===== src/rtl/glitch_generator_pkg.sv =====
// Shared definitions for the glitch generator: state encoding, timing constants
// and the helpers that turn raw gap/mask inputs into their effective values.
package glitch_generator_pkg;

   typedef enum logic [2:0] {
      ST_IDLE,
      ST_HOLD,
      ST_PULSE,
      ST_DRAIN,
      ST_DONE
   } state_e;

   localparam logic [3:0] MIN_GAP      = 4'd2;
   localparam logic [3:0] DRAIN_CYCLES = 4'd2;
   localparam logic [3:0] DEFAULT_MASK = 4'b0001;

   // A glitch needs at least MIN_GAP stable cycles around it, and a zero mask
   // would produce no glitch at all, so both are clamped.
   function automatic logic [3:0] eff_gap(input logic [3:0] g);
      return (g < MIN_GAP) ? MIN_GAP : g;
   endfunction

   function automatic logic [3:0] eff_mask(input logic [3:0] m);
      return (m == 4'd0) ? DEFAULT_MASK : m;
   endfunction

endpackage


===== src/rtl/glitch_generator.sv =====
// Emits bursts of single-cycle glitches (base^mask) separated by stable base
// cycles; used to exercise a downstream pattern analyzer.
module glitch_generator
   import glitch_generator_pkg::*;
(
   input  logic       clk,
   input  logic       rst_n,
   input  logic       start,
   input  logic       abort,
   input  logic [3:0] base,
   input  logic [3:0] mask,
   input  logic [7:0] target,
   input  logic [3:0] gap,
   output logic [3:0] out_data,
   output logic [7:0] sent,
   output logic       busy,
   output logic       done
);

   // start is a level sampled only in IDLE (a request, no ready back); abort
   // overrides everything except reset and returns to IDLE on the next edge.
   state_e     state_q, state_d;
   logic [3:0] timer_q, timer_d;
   logic [3:0] base_q, base_d;
   logic [3:0] mask_q, mask_d;
   logic [3:0] gap_q, gap_d;
   logic [7:0] target_q, target_d;
   logic [7:0] sent_q, sent_d;
   logic [3:0] out_q, out_d;
   logic       busy_q, busy_d;
   logic       done_q, done_d;

   always_ff @(posedge clk or negedge rst_n) begin
      if (!rst_n) begin
         state_q  <= ST_IDLE;
         timer_q  <= 4'd0;
         base_q   <= 4'd0;
         mask_q   <= 4'd0;
         gap_q    <= 4'd0;
         target_q <= 8'd0;
         sent_q   <= 8'd0;
         out_q    <= 4'd0;
         busy_q   <= 1'b0;
         done_q   <= 1'b0;
      end else begin
         state_q  <= state_d;
         timer_q  <= timer_d;
         base_q   <= base_d;
         mask_q   <= mask_d;
         gap_q    <= gap_d;
         target_q <= target_d;
         sent_q   <= sent_d;
         out_q    <= out_d;
         busy_q   <= busy_d;
         done_q   <= done_d;
      end
   end

   always_comb begin
      state_d  = state_q;
      timer_d  = timer_q;
      base_d   = base_q;
      mask_d   = mask_q;
      gap_d    = gap_q;
      target_d = target_q;
      sent_d   = sent_q;

      case (state_q)
         ST_IDLE: begin
            if (start && !abort) begin
               base_d   = base;
               mask_d   = eff_mask(mask);
               gap_d    = eff_gap(gap);
               target_d = target;
               sent_d   = 8'd0;
               if (target == 8'd0) begin
                  state_d = ST_DONE;
               end else begin
                  state_d = ST_HOLD;
                  timer_d = eff_gap(gap);
               end
            end
         end
         ST_HOLD: begin
            if (timer_q <= 4'd1) state_d = ST_PULSE;
            else                 timer_d = timer_q - 4'd1;
         end
         ST_PULSE: begin
            sent_d = sent_q + 8'd1;
            if (sent_d == target_q) begin
               state_d = ST_DRAIN;
               timer_d = DRAIN_CYCLES;
            end else begin
               state_d = ST_HOLD;
               timer_d = gap_q;
            end
         end
         ST_DRAIN: begin
            if (timer_q <= 4'd1) state_d = ST_DONE;
            else                 timer_d = timer_q - 4'd1;
         end
         ST_DONE:  state_d = ST_IDLE;
         default:  state_d = ST_IDLE;
      endcase

      if (abort && (state_q != ST_IDLE)) begin
         state_d = ST_IDLE;
         sent_d  = sent_q;
      end

      // Outputs are derived from the next state so they register alongside it.
      out_d  = (state_d == ST_PULSE) ? (base_d ^ mask_d) : base_d;
      busy_d = (state_d == ST_HOLD) || (state_d == ST_PULSE) || (state_d == ST_DRAIN);
      done_d = (state_d == ST_DONE);
   end

   assign out_data = out_q;
   assign sent     = sent_q;
   assign busy     = busy_q;
   assign done     = done_q;

endmodule


===== config.mk =====
export PLATFORM = sky130hd
export DESIGN_NAME = glitch_generator
export DESIGN_NICKNAME = d
export VERILOG_FILES = /design/src/rtl/glitch_generator_pkg.sv /design/src/rtl/glitch_generator.sv
export SDC_FILE = /design/constraint.sdc
export NUM_CORES = 1
export LEC_CHECK = 0
export ABC_AREA = 1
export CAP_MARGIN = 10
export CORE_MARGIN = 2
export CORE_UTILIZATION = 40
export CTS_CLUSTER_SIZE = 20
export DETAILED_ROUTE_END_ITERATION = 10
export HOLD_SLACK_MARGIN = 0.08
export MAX_ROUTING_LAYER = met4
export PLACE_DENSITY_LB_ADDON = 0.08
export SYNTH_ARGS = -nofsm -noshare
export SYNTH_HDL_FRONTEND = slang
export SYNTH_SLANG_ARGS = --single-unit

===== constraint.sdc =====
create_clock -name clk -period 1.6 [get_ports clk]
set_input_delay 0.4 -clock clk [delete_from_list [all_inputs] [get_ports clk]]
set_output_delay 0.4 -clock clk [all_outputs]
set_load 0.01 [all_outputs]

# [Yosys cells after proc, flatten, opt, wreduce, memory -nomap -nowiden]
# Index checks and enable logic that the tools add are counted.
# W data, S select, Z words.
[totals] elab_cells=63 reg_bits=41 in_bits=24
[op_classes] bitwise=2 add_sub_neg=2 magnitude_cmp=2 n_reduce_logical=15 mux=21 n_eq_ne=11
[op_table] op="$mux W4" count=11
[op_table] op="$pmux W8 S2" count=1
[op_table] op="$mux W3" count=5
[op_table] op="$eq A3 B2 Y1 const B" count=4
[op_table] op="$pmux W3 S4" count=1
[op_table] op="$pmux W4 S3" count=1
[op_table] op="$add A8 B1 Y8 const B" count=1
[op_table] op="$eq A8 B8 Y1" count=1
[op_table] op="$logic_not A8 Y1" count=1
[op_table] op="$mux W8" count=1
[op_table] op="$eq A3 B1 Y1 const B" count=2
[op_table] op="$ne A2 B2 Y1 const B" count=3
[op_table] op="$reduce_bool A3 Y1" count=2
[op_table] op="$le A4 B1 Y1 const B" count=1
[op_table] op="$logic_not A4 Y1" count=1
[op_table] op="$lt A4 B2 Y1 const B" count=1
[op_table] op="$reduce_and A4 Y1" count=1
[op_table] op="$sub A4 B1 Y4 const B" count=1
[op_table] op="$xor A4 B4 Y4" count=1
[op_table] op="$eq A3 B3 Y1 const B" count=1
[op_table] op="$logic_not A3 Y1" count=1
[op_table] op="$reduce_and A3 Y1" count=1
[op_table] op="$logic_and A1 B1 Y1" count=2
[op_table] op="$logic_or A1 B1 Y1" count=2
[op_table] op="other kinds (6)" count=6

# [Longest topological paths before layout]
# Gate-level depths: netlist of the first run.
[depth] word_depth=8 depth_mapped=13

# [Least setup slack after synthesis of the first run]
# Ideal clock, no wire load.
[synth_path] path_type="flip-flop to flip-flop" startpoint="register sent_q[0] (netlist: sent[0])" endpoint="register out_q[0] (netlist: out_data[0])" setup_slack_ps=-188 setup_time_ps=117 stages_incl_launch_ff=11 period_less_slack_ps=1788 t_arrival_ps=1671 t_required_ps=1483 cell_sequence="dfrtp_1 > ha_1 > xor2_1 > nor2_1 > nand3_1 > nor2_1 > nand4_2 > nand2_4 > nand3_4 > nand2_1 > nand2_1"
[synth_via] elab_chain_len=7
[synth_rtl] element="from (decl)" line_no="glitch_generator.sv:28" text="logic [7:0] sent_q, sent_d;"
[synth_rtl] element="from (signal assigned)" line_no="glitch_generator.sv:52" text="sent_q <= sent_d;"
[synth_rtl] element="$add A8 B1 Y8" line_no="glitch_generator.sv:89" text="sent_d = sent_q + 8'd1;"
[synth_rtl] element="$eq A8 B8 Y1" line_no="glitch_generator.sv:90" text="if (sent_d == target_q) begin"
[synth_rtl] element="$mux W2" line_no="glitch_generator.sv:90"
[synth_rtl] element="$pmux W3 S4" line_no="glitch_generator.sv:68" text="case (state_q)"
[synth_rtl] element="$mux W3" line_no="glitch_generator.sv:106" text="if (abort && (state_q != ST_IDLE)) begin"
[synth_rtl] element="$eq A3 B2 Y1" line_no="glitch_generator.sv:112" text="out_d = (state_d == ST_PULSE) ? (base_d ^ mask_d) : base_d;"
[synth_rtl] element="$mux W4" line_no="glitch_generator.sv:112"
[synth_rtl] element="net out_d[0]" line_no="glitch_generator.sv:29" text="logic [3:0] out_q, out_d;"
[synth_rtl] element="to (signal assigned)" line_no="glitch_generator.sv:53" text="out_q <= out_d;"
[synth_rtl] element="to (decl)" line_no="glitch_generator.sv:29"
# The timed path passes the listed nets, and every way through them passes these cells.
# A chain may end at the register's enable or synchronous reset.

# [Worst setup path in the final report of the first run]
[layout_path] startpoint="register sent_q[1] (netlist: sent[1])" endpoint="register out_q[3] (netlist: out_data[3])"
# Same word-level chain as after synthesis.

==> reports/results.tsv, run 1 <==
metric	value	unit
top-count cell post-synth	nand2_1	
synthesized area	0.002217	mm2
synthesis-stage register bit count	41	
Hold Fails Final Rpt	0	
CP max FO	4	
syn_area_per_cell	7.918	um2
Async SR Flop Fraction	100.0	%
Period minus WS final	1832	ps
layout cells sized above 1	32.55	%
crit end category	flop	
antenna violations before repair	0	
switch share	36.18	%
FF+latch area	0.001030	mm2
yosys warns	0	
clock power share	19.5	%
WL/cell	12.20	um
nets@finish	410	
clk sinks	41	
worst path bufs/invs	0	
Seq pwr share	32.4	%
combinational share of power	48.1	%
worst rel slew slack	69.61	%
Num CTS Buffers	5	
first-pass GRT wire length	9280	um
core area	0.005439	mm2
clk_skew	9.856	ps
Post-synth EDFFs	0	
cell taking the most area after synthesis	dfrtp_1	
most used flip-flop cell after synthesis	dfrtp_1	
die area	0.006154	mm2
GRT Util Overall	19.62	%
worst path cell trace	ha_4 -> xor2_1 -> nor2_1 -> nand3_2 -> nor2_4 -> nand4_4 -> nand2_4 -> nand3_4 -> nand2_2 -> nand2_2	
type of the worst setup path	reg2reg	
worst-case vdd ir drop	0.8891	mV
WP data arrival	2020	ps
top-area cell type share of the netlist area	46.28	%
Worst-Margin Slew	455.6	ps
Most common cell on crit path	nand2_2	
Leak	1.658	nW
HPWL after DPL	3973	um
Clock H-tree levels	2	
Rows	27	
crit start category	flop	
CP peak stage delay	450	ps
failing checks	setup timing	
setup ws final	-232.4	ps
slowest CP cell	dfrtp_2	
net switching power	1.817	mW
Non-Filler Instances	456	
CTS clk-pin slew, worst paths	80	ps
vias in the first global route	2067	
Inserted Diodes	0	
Via density	4.796	
Fmax	545.7	MHz
Overflow after GRT	0	
clk_lat worst skew	290	ps
Area contributors post-synth	dfrtp_1 46%, nand2_1 14%, nand3_1 6.1%	
DRT Pass-1 Iters	4	
post-synthesis cell type count	35	
Multi-input gate area	0.001197	mm2
Detailed Route WL	5562	um
status	complete, but fails checks	
Chip Height	78.45	um
Final ANT Viol Nets	0	
fin crit share	114.5	%
CTS tree	built	
P&R area growth vs syn	56.77	%
Die W	78.45	um
sequential fraction of the synthesis area	46.28	%
final setup violation count	10	
dpl cells	432	
RSZ-0062 raised after global routing	true	
cell family with most CP delay	simple AND/OR/NAND/NOR gates	
# Max-Cap Violations	0	
final slew viol count	0	
Hold/Removal Path Class	reg2reg	
IO buf count	37	
GP Congestion	0.8552	
FILL cells	473	
DR iter-0 viols	75	
clock root buffer master	clkbuf_8	
I/O pin count	38	
Power Dens Cells	1445	mW/mm2
synth cell count leaders	80 x nand2_1, 41 x dfrtp_1, 34 x inv_1, 27 x nand3_1, 22 x nor2_1	
Syn Inst Count	280	
Pint	3.204	mW
DRC violations left	0	
CTS max path bufs	2	
largest net degree at the start of global routing	42	
Critical Path RT	1790	ps
Initial Utilization	40.76	%
post-synth net total	307	
placed cell areas	0.003064	mm2
total number of vias	2187	
final hold slack	504.9	ps
fin area	0.003476	mm2
Final Core Density	63.91	%
state kept, by name, indices dropped and copies added (netlist names):
signal / count
out_data: 4
base_q: 4
state_q: 3
done: 1
target_q: 8
sent: 8
busy: 1
gap_q: 4
timer_q: 4
mask_q: 4
worst reg2reg max path, delay by kind of cell (launching register included):
family	cells	cell delay (ps)
fa+ha+maj	1	250
simple gates	8	890
xor+xnor	1	130
flops	1	450
cell type report:
type                       count  share of cell area (%)
tap                           72                   2.592
sequential                    41                   29.63
inverter                      37                   3.996
clock inverter                 3                   1.872
multi-input combinational    198                   34.45
clock buffer                   5                   1.980
timing repair buffer         100                   25.49
power by group through the flow:
stage,clock [mW],sequential [mW],combinational (mW)
final,0.980,1.63,2.41
after global placement,0,1.64,2.14
after floorplan,0,1.65,1.22
after CTS,1.01,1.62,2.22
after global routing,1.06,1.67,2.69
after detailed placement,0,1.63,2.18
per-layer routing:
metal,share of wire [%],track usage (%),wire length [um],up-vias
li1,-,-,-,1120
met1,45,24.41,2479,1020
met2,50,32.84,2801,39
met3,3.3,3.218,186,8
met4,1.7,6.316,95,0
met5,0,-,0,-
cell usage in the layout, fill, tap and decap left out, drive strengths merged, types with 4 or more instances in the layout:
master / count
nand2: 83
buf: 63
dfrtp: 41
inv: 36
nor2: 29
nand3: 29
clkdlybuf4s50: 28
o21ai: 21
dlygate4sd2: 6
clkbuf: 6
nand4: 5
a31oi: 4
xor2: 4
kinds of logic after synthesis:
kind of cell / after synthesis / synth area share, %
AOI/OAI and AO/OA: 40 / 11.29
xor gates and xnor gates: 7 / 2.765
adders and majority gates: 3 / 1.693
buffers and inverters: 41 / 7.392
DFF: 41 / 46.28
and+or+nand+nor: 148 / 30.59
worst paths after layout:
path                             start     endpoint  slack [ps]  depth (start not counted)
max                            sent[1]  out_data[3]        -230                         10
min                        target_q[1]  target_q[1]         500                          2
min in group asynchronous        rst_n  out_data[1]         610                          3
min reg2reg                target_q[1]  target_q[1]         500                          2
max reg2reg                    sent[1]  out_data[3]        -230                         10
max in group asynchronous        rst_n      sent[2]         770                          3
repair_timing:
action	4_1_cts	5_1_grt
hold buffers	1	0
buffers inserted	10	8
endpoints found under the hold margin	32	0
pin swaps	14	25
gates resized for setup	17	36
endpoints found under the setup margin	18	18
per-stage QoR:
| stage | setup TNS (ps) | power (mW) | setup WS (ps) |
|---|---|---|---|
| 2_1_floorplan | -269.3 | 2.873 | -67.37 |
| 3_3_place_gp | -4926 | 3.772 | -348.0 |
| 3_5_place_dp | -5361 | 3.811 | -362.5 |
| 4_1_cts | -1794 | 4.852 | -227.3 |
| 5_1_grt | -3025 | 5.417 | -342.6 |
| 6_report | -2066 | 5.021 | -232.4 |
Power figures use the tool's default switching activity.
==> run 2: changes to the inputs <==
CORE_ASPECT_RATIO = 1.25   (was unset)
==> reports/results.tsv, run 2 (synthesized netlist as in run 1, its figures left out) <==
metric	value	unit
status	complete, but fails checks	
failing checks	setup timing	
clk_skew	3.511	ps
Leak	1.691	nW
Hold/Removal Path Class	reg2reg	
commonest non-fill, non-tap cell in the layout	nand2_1	
Seq pwr share	33.0	%
most frequent cells in the layout	73 x nand2_1, 51 x buf_4, 38 x dfrtp_1, 30 x inv_1, 22 x clkdlybuf4s50_1	
Worst-Margin Slew	343.7	ps
clock power share	19.9	%
Die W	70.59	um
launching point of the worst reg2reg path	sent[2]	
clk sinks	41	
final hold slack	484.7	ps
fin crit share	112.0	%
Inserted Diodes	0	
fin area	0.003352	mm2
Num CTS Buffers	5	
FF-to-FF path depth	12	
setup TNS	-1340	ps
Pint	3.170	mW
CP max FO	6	
worst-case vdd ir drop	0.8637	mV
Power Dens Cells	1490	mW/mm2
DRT Pass-1 Iters	4	
CTS tree	built	
Hold Crit Endpoint	gap_q[3]	
FILL cells	498	
Chip Height	87.24	um
Rows	30	
CTS max path bufs	2	
net switching power	1.823	mW
first-pass GRT wire length	9356	um
Detailed Route WL	5528	um
reg2reg setup slack	-190	ps
Period minus WS final	1791	ps
WP data arrival	1980	ps
HPWL after DPL	4028	um
crit start category	flop	
I/O pin count	38	
type of the worst setup path	reg2reg	
Via density	4.832	
Fmax	558.3	MHz
RSZ-0062 raised after global routing	true	
# Max-Cap Violations	0	
Final Core Density	62.01	%
antenna violations before repair	0	
IO buf count	37	
placed cell areas	0.003007	mm2
dpl cells	421	
die area	0.006158	mm2
Non-Filler Instances	440	
crit end category	flop	
switch share	36.50	%
DR iter-0 viols	67	
Initial Utilization	41.02	%
nets@finish	402	
Final ANT Viol Nets	0	
combinational share of power	47.1	%
final slew viol count	0	
Hold Fails Final Rpt	0	
P&R area growth vs syn	51.18	%
GRT Util Overall	19.79	%
worst setup path start	sent[2]	
Clock H-tree levels	2	
hold_sp	gap_q[3]	
CTS clk-pin slew, worst paths	80	ps
final setup violation count	10	
Critical Path RT	1790	ps
layout cells sized above 1	29.26	%
hold depth	2	
DRC violations left	0	
Place WS	-339.2	ps
Final Power	4.993	mW
Overflow after GRT	0	
total number of vias	2126	
Critical R2R Capture	out_data[0]	
largest net degree at the start of global routing	42	
clk_lat worst skew	290	ps
clock root buffer master	clkbuf_8	
worst rel slew slack	77.07	%
GP Congestion	0.8089	
vias in the first global route	2134	
WL/cell	12.56	um
core area	0.005405	mm2
setup ws final	-191.3	ps
-- run 2: cell count changes in the layout (fill, tap and decap cells not counted), sizes merged --
cell and delta:
dlygate4sd2 +2, clkbuf -1, dlymetal6s2s +6, clkdlybuf4s15 -1, buf -8, clkdlybuf4s50 -6
-- run 2: final cells by class --
class | count | area (um2) | share of cell area (%)
clock buffer | 5 | 68.82 | 2.053
clock inverter | 3 | 65.06 | 1.941
inverter | 37 | 138.9 | 4.143
multi-input combinational | 198 | 1170 | 34.90
sequential | 41 | 1030 | 30.72
tap | 64 | 80.08 | 2.389
timing repair buffer | 92 | 799.5 | 23.85
-- run 2: layer usage --
| metal | vias up | share of wire [%] | GRT usage, % |
|---|---|---|---|
| met5 | - | 0 | - |
| met4 | 0 | 1.4 | 6.346 |
| met3 | 6 | 2.7 | 3.241 |
| met2 | 31 | 53 | 35.85 |
| met1 | 990 | 43 | 22.30 |
| li1 | 1099 | - | - |
-- run 2: what timing repair did --
action | 4_1_cts | 5_1_grt
endpoints found under the hold margin | 41 | 0
setup endpoints to repair | 21 | 19
cloned | 0 | 0
hold buffers | 1 | 0
pin swaps | 3 | 6
gates resized for setup | 12 | 36
buffers inserted | 4 | 6
-- run 2: power by group through the flow --
stage                     Sequential (mW)  Combinational (mW)  Clock [mW]
after floorplan                      1.65                1.22           0
after global placement               1.65                2.11           0
after detailed placement             1.66                2.14           0
after CTS                            1.65                2.15        1.02
after global routing                 1.69                2.61        1.07
final                                1.65                2.35       0.993
-- run 2: how the worst max path moves through the flow --
stage,cells after the start,end,slack [ps]
floorplan,10,out_data[0],-70
finish,12,out_data[0],-190
global placement,10,out_data[2],-360
global route,11,out_data[1],-290
CTS,10,out_data[3],-170
detailed placement,10,out_data[2],-340
-- run 2: critical path: stages (launching register included) --
cell and delay [ps]:
dfrtp_2 470, buf_4 160, nand3_2 90, buf_4 110, o21bai_1 50, nand3_1 80
nand2_1 70, nor2_2 150, nand4_2 160, nand2_4 140, nand3_4 90, nand2_1 80
nand2_1 40
==> run 3: changes to the inputs <==
--- a/config.mk
+++ b/config.mk
@@ -7,4 +7,5 @@
 export LEC_CHECK = 0
 export ABC_AREA = 1
+export ABC_CLOCK_PERIOD_IN_PS = 1600
 export CAP_MARGIN = 10
 export CORE_ASPECT_RATIO = 1.25
==> constraint.sdc (replaced) <==
create_clock -name clk -period 1.6 [get_ports clk]
set_input_delay 0.48 -clock clk [delete_from_list [all_inputs] [get_ports clk]]
set_output_delay 0.48 -clock clk [all_outputs]
set_load 0.01 [all_outputs]
==> reports/results.tsv, run 3 (synthesized netlist as in run 1, its figures left out) <==
metric	value	unit
net switching power	1.935	mW
Period minus WS final	1741	ps
worst-case vdd ir drop	0.9890	mV
clock power share	15.8	%
Power Dens Cells	1447	mW/mm2
GP Congestion	0.8133	
GRT Util Overall	21.35	%
antenna violations before repair	0	
Chip Height	87.24	um
setup TNS	-1065	ps
clk_skew	7.803	ps
FF+latch area	0.001030	mm2
Rows	30	
first-pass GRT wire length	10140	um
HPWL after DPL	4048	um
Via density	4.933	
Final Core Density	63.06	%
IO buf count	37	
Final Power	4.933	mW
CP Depth	10	
worst rel slew slack	77.89	%
total number of vias	2200	
nets@finish	408	
Critical Path RT	1790	ps
most frequent cells in the layout	66 x nand2_1, 58 x buf_4, 38 x dfrtp_1, 33 x inv_1, 22 x clkdlybuf4s50_1	
Non-Filler Instances	446	
setup ws final	-141.3	ps
fin crit share	108.8	%
CP max FO	6	
WL/cell	12.96	um
Hold Fails Final Rpt	0	
CTS max path bufs	2	
Hold/Removal Path Class	in2async	
DR iter-0 viols	102	
final slew viol count	0	
combinational share of power	50.7	%
Die W	70.59	um
clk_lat worst skew	300	ps
commonest non-fill, non-tap cell in the layout	nand2_1	
DRC violations left	0	
CTS tree	built	
Pint	2.998	mW
Seq pwr share	33.5	%
CP peak stage delay	440	ps
RSZ-0062 raised after global routing	true	
layout cells sized above 1	33.25	%
P&R area growth vs syn	53.72	%
I/O pin count	38	
type of the worst setup path	reg2reg	
Worst-Margin Slew	331.5	ps
clock root buffer master	clkbuf_8	
Detailed Route WL	5780	um
die area	0.006158	mm2
vias in the first global route	2290	
Fmax	574.3	MHz
dpl cells	421	
status	complete, but fails checks	
FF-to-FF path depth	10	
CTS clk-pin slew, worst paths	90	ps
worst path cell trace	ha_4 -> xor2_1 -> nor2_1 -> nand3_2 -> nor2_4 -> nand4_4 -> nand2_4 -> nand3_4 -> nand2_1 -> nand2_1	
largest net degree at the start of global routing	42	
failing checks	setup timing	
core area	0.005405	mm2
Final ANT Viol Nets	0	
Num CTS Buffers	5	
final hold slack	137.9	ps
worst path bufs/invs	0	
crit end category	flop	
crit start category	flop	
slowest CP cell	dfrtp_2	
FILL cells	480	
final setup violation count	10	
clk sinks	41	
switch share	39.22	%
Initial Utilization	41.02	%
Leak	1.640	nW
hold_buf cts	0	
Inserted Diodes	0	
Overflow after GRT	0	
cell family with most CP delay	simple AND/OR/NAND/NOR gates	
WP data arrival	1930	ps
# Max-Cap Violations	0	
Multi-input gate area	0.001246	mm2
DRT Pass-1 Iters	4	
Clock H-tree levels	2	
Most common cell on crit path	nand2_1	
[run 3: power groups by stage]
stage	Combinational, mW	Clock, mW	Sequential (mW)
5_1_grt	2.78	0.824	1.70
3_5_place_dp	2.14	0	1.65
2_1_floorplan	1.22	0	1.65
3_3_place_gp	2.12	0	1.65
4_1_cts	2.34	0.786	1.64
6_report	2.50	0.779	1.65
[run 3: through the flow]
stage          instance area [um2]  setup WS (ps)
6_report                      3408         -141.3
5_1_grt                       3408         -229.9
4_1_cts                       3284         -158.5
3_5_place_dp                  3007         -422.8
3_3_place_gp                  3007         -432.1
2_1_floorplan                 2243         -67.37
[run 3: final cells by class]
type                       instances  share of cell area (%)
tap                               64                   2.349
timing repair buffer              97                   23.75
multi-input combinational        199                   36.56
clock buffer                       7                   2.827
sequential                        41                   30.21
clock inverter                     1                  0.1468
inverter                          37                   4.148
[run 3: repair_timing]
| item | in CTS | in global routing |
|---|---|---|
| pin swaps | 10 | 11 |
| buffers inserted | 7 | 9 |
| endpoints found under the setup margin | 26 | 24 |
| gates resized for setup | 44 | 26 |
| cloned | 1 | 0 |
[run 3: path summary, 6_finish.rpt]
path / start / end / slack [ps]
max in group asynchronous: rst_n / sent[2] / 1240
max reg2reg: sent[1] / out_data[3] / -140
min: rst_n / target_q[2] / 140
min in group clk: gap_q[3] / gap_q[3] / 500
max: sent[1] / out_data[3] / -140
min reg2reg: gap_q[3] / gap_q[3] / 500
[run 3: metal layers]
| layer | wire length (um) | track usage [%] |
|---|---|---|
| met1 | 2394 | 23.63 |
| met2 | 3069 | 38.85 |
| met3 | 222 | 3.819 |
| met4 | 93 | 7.033 |
| met5 | 0 | - |
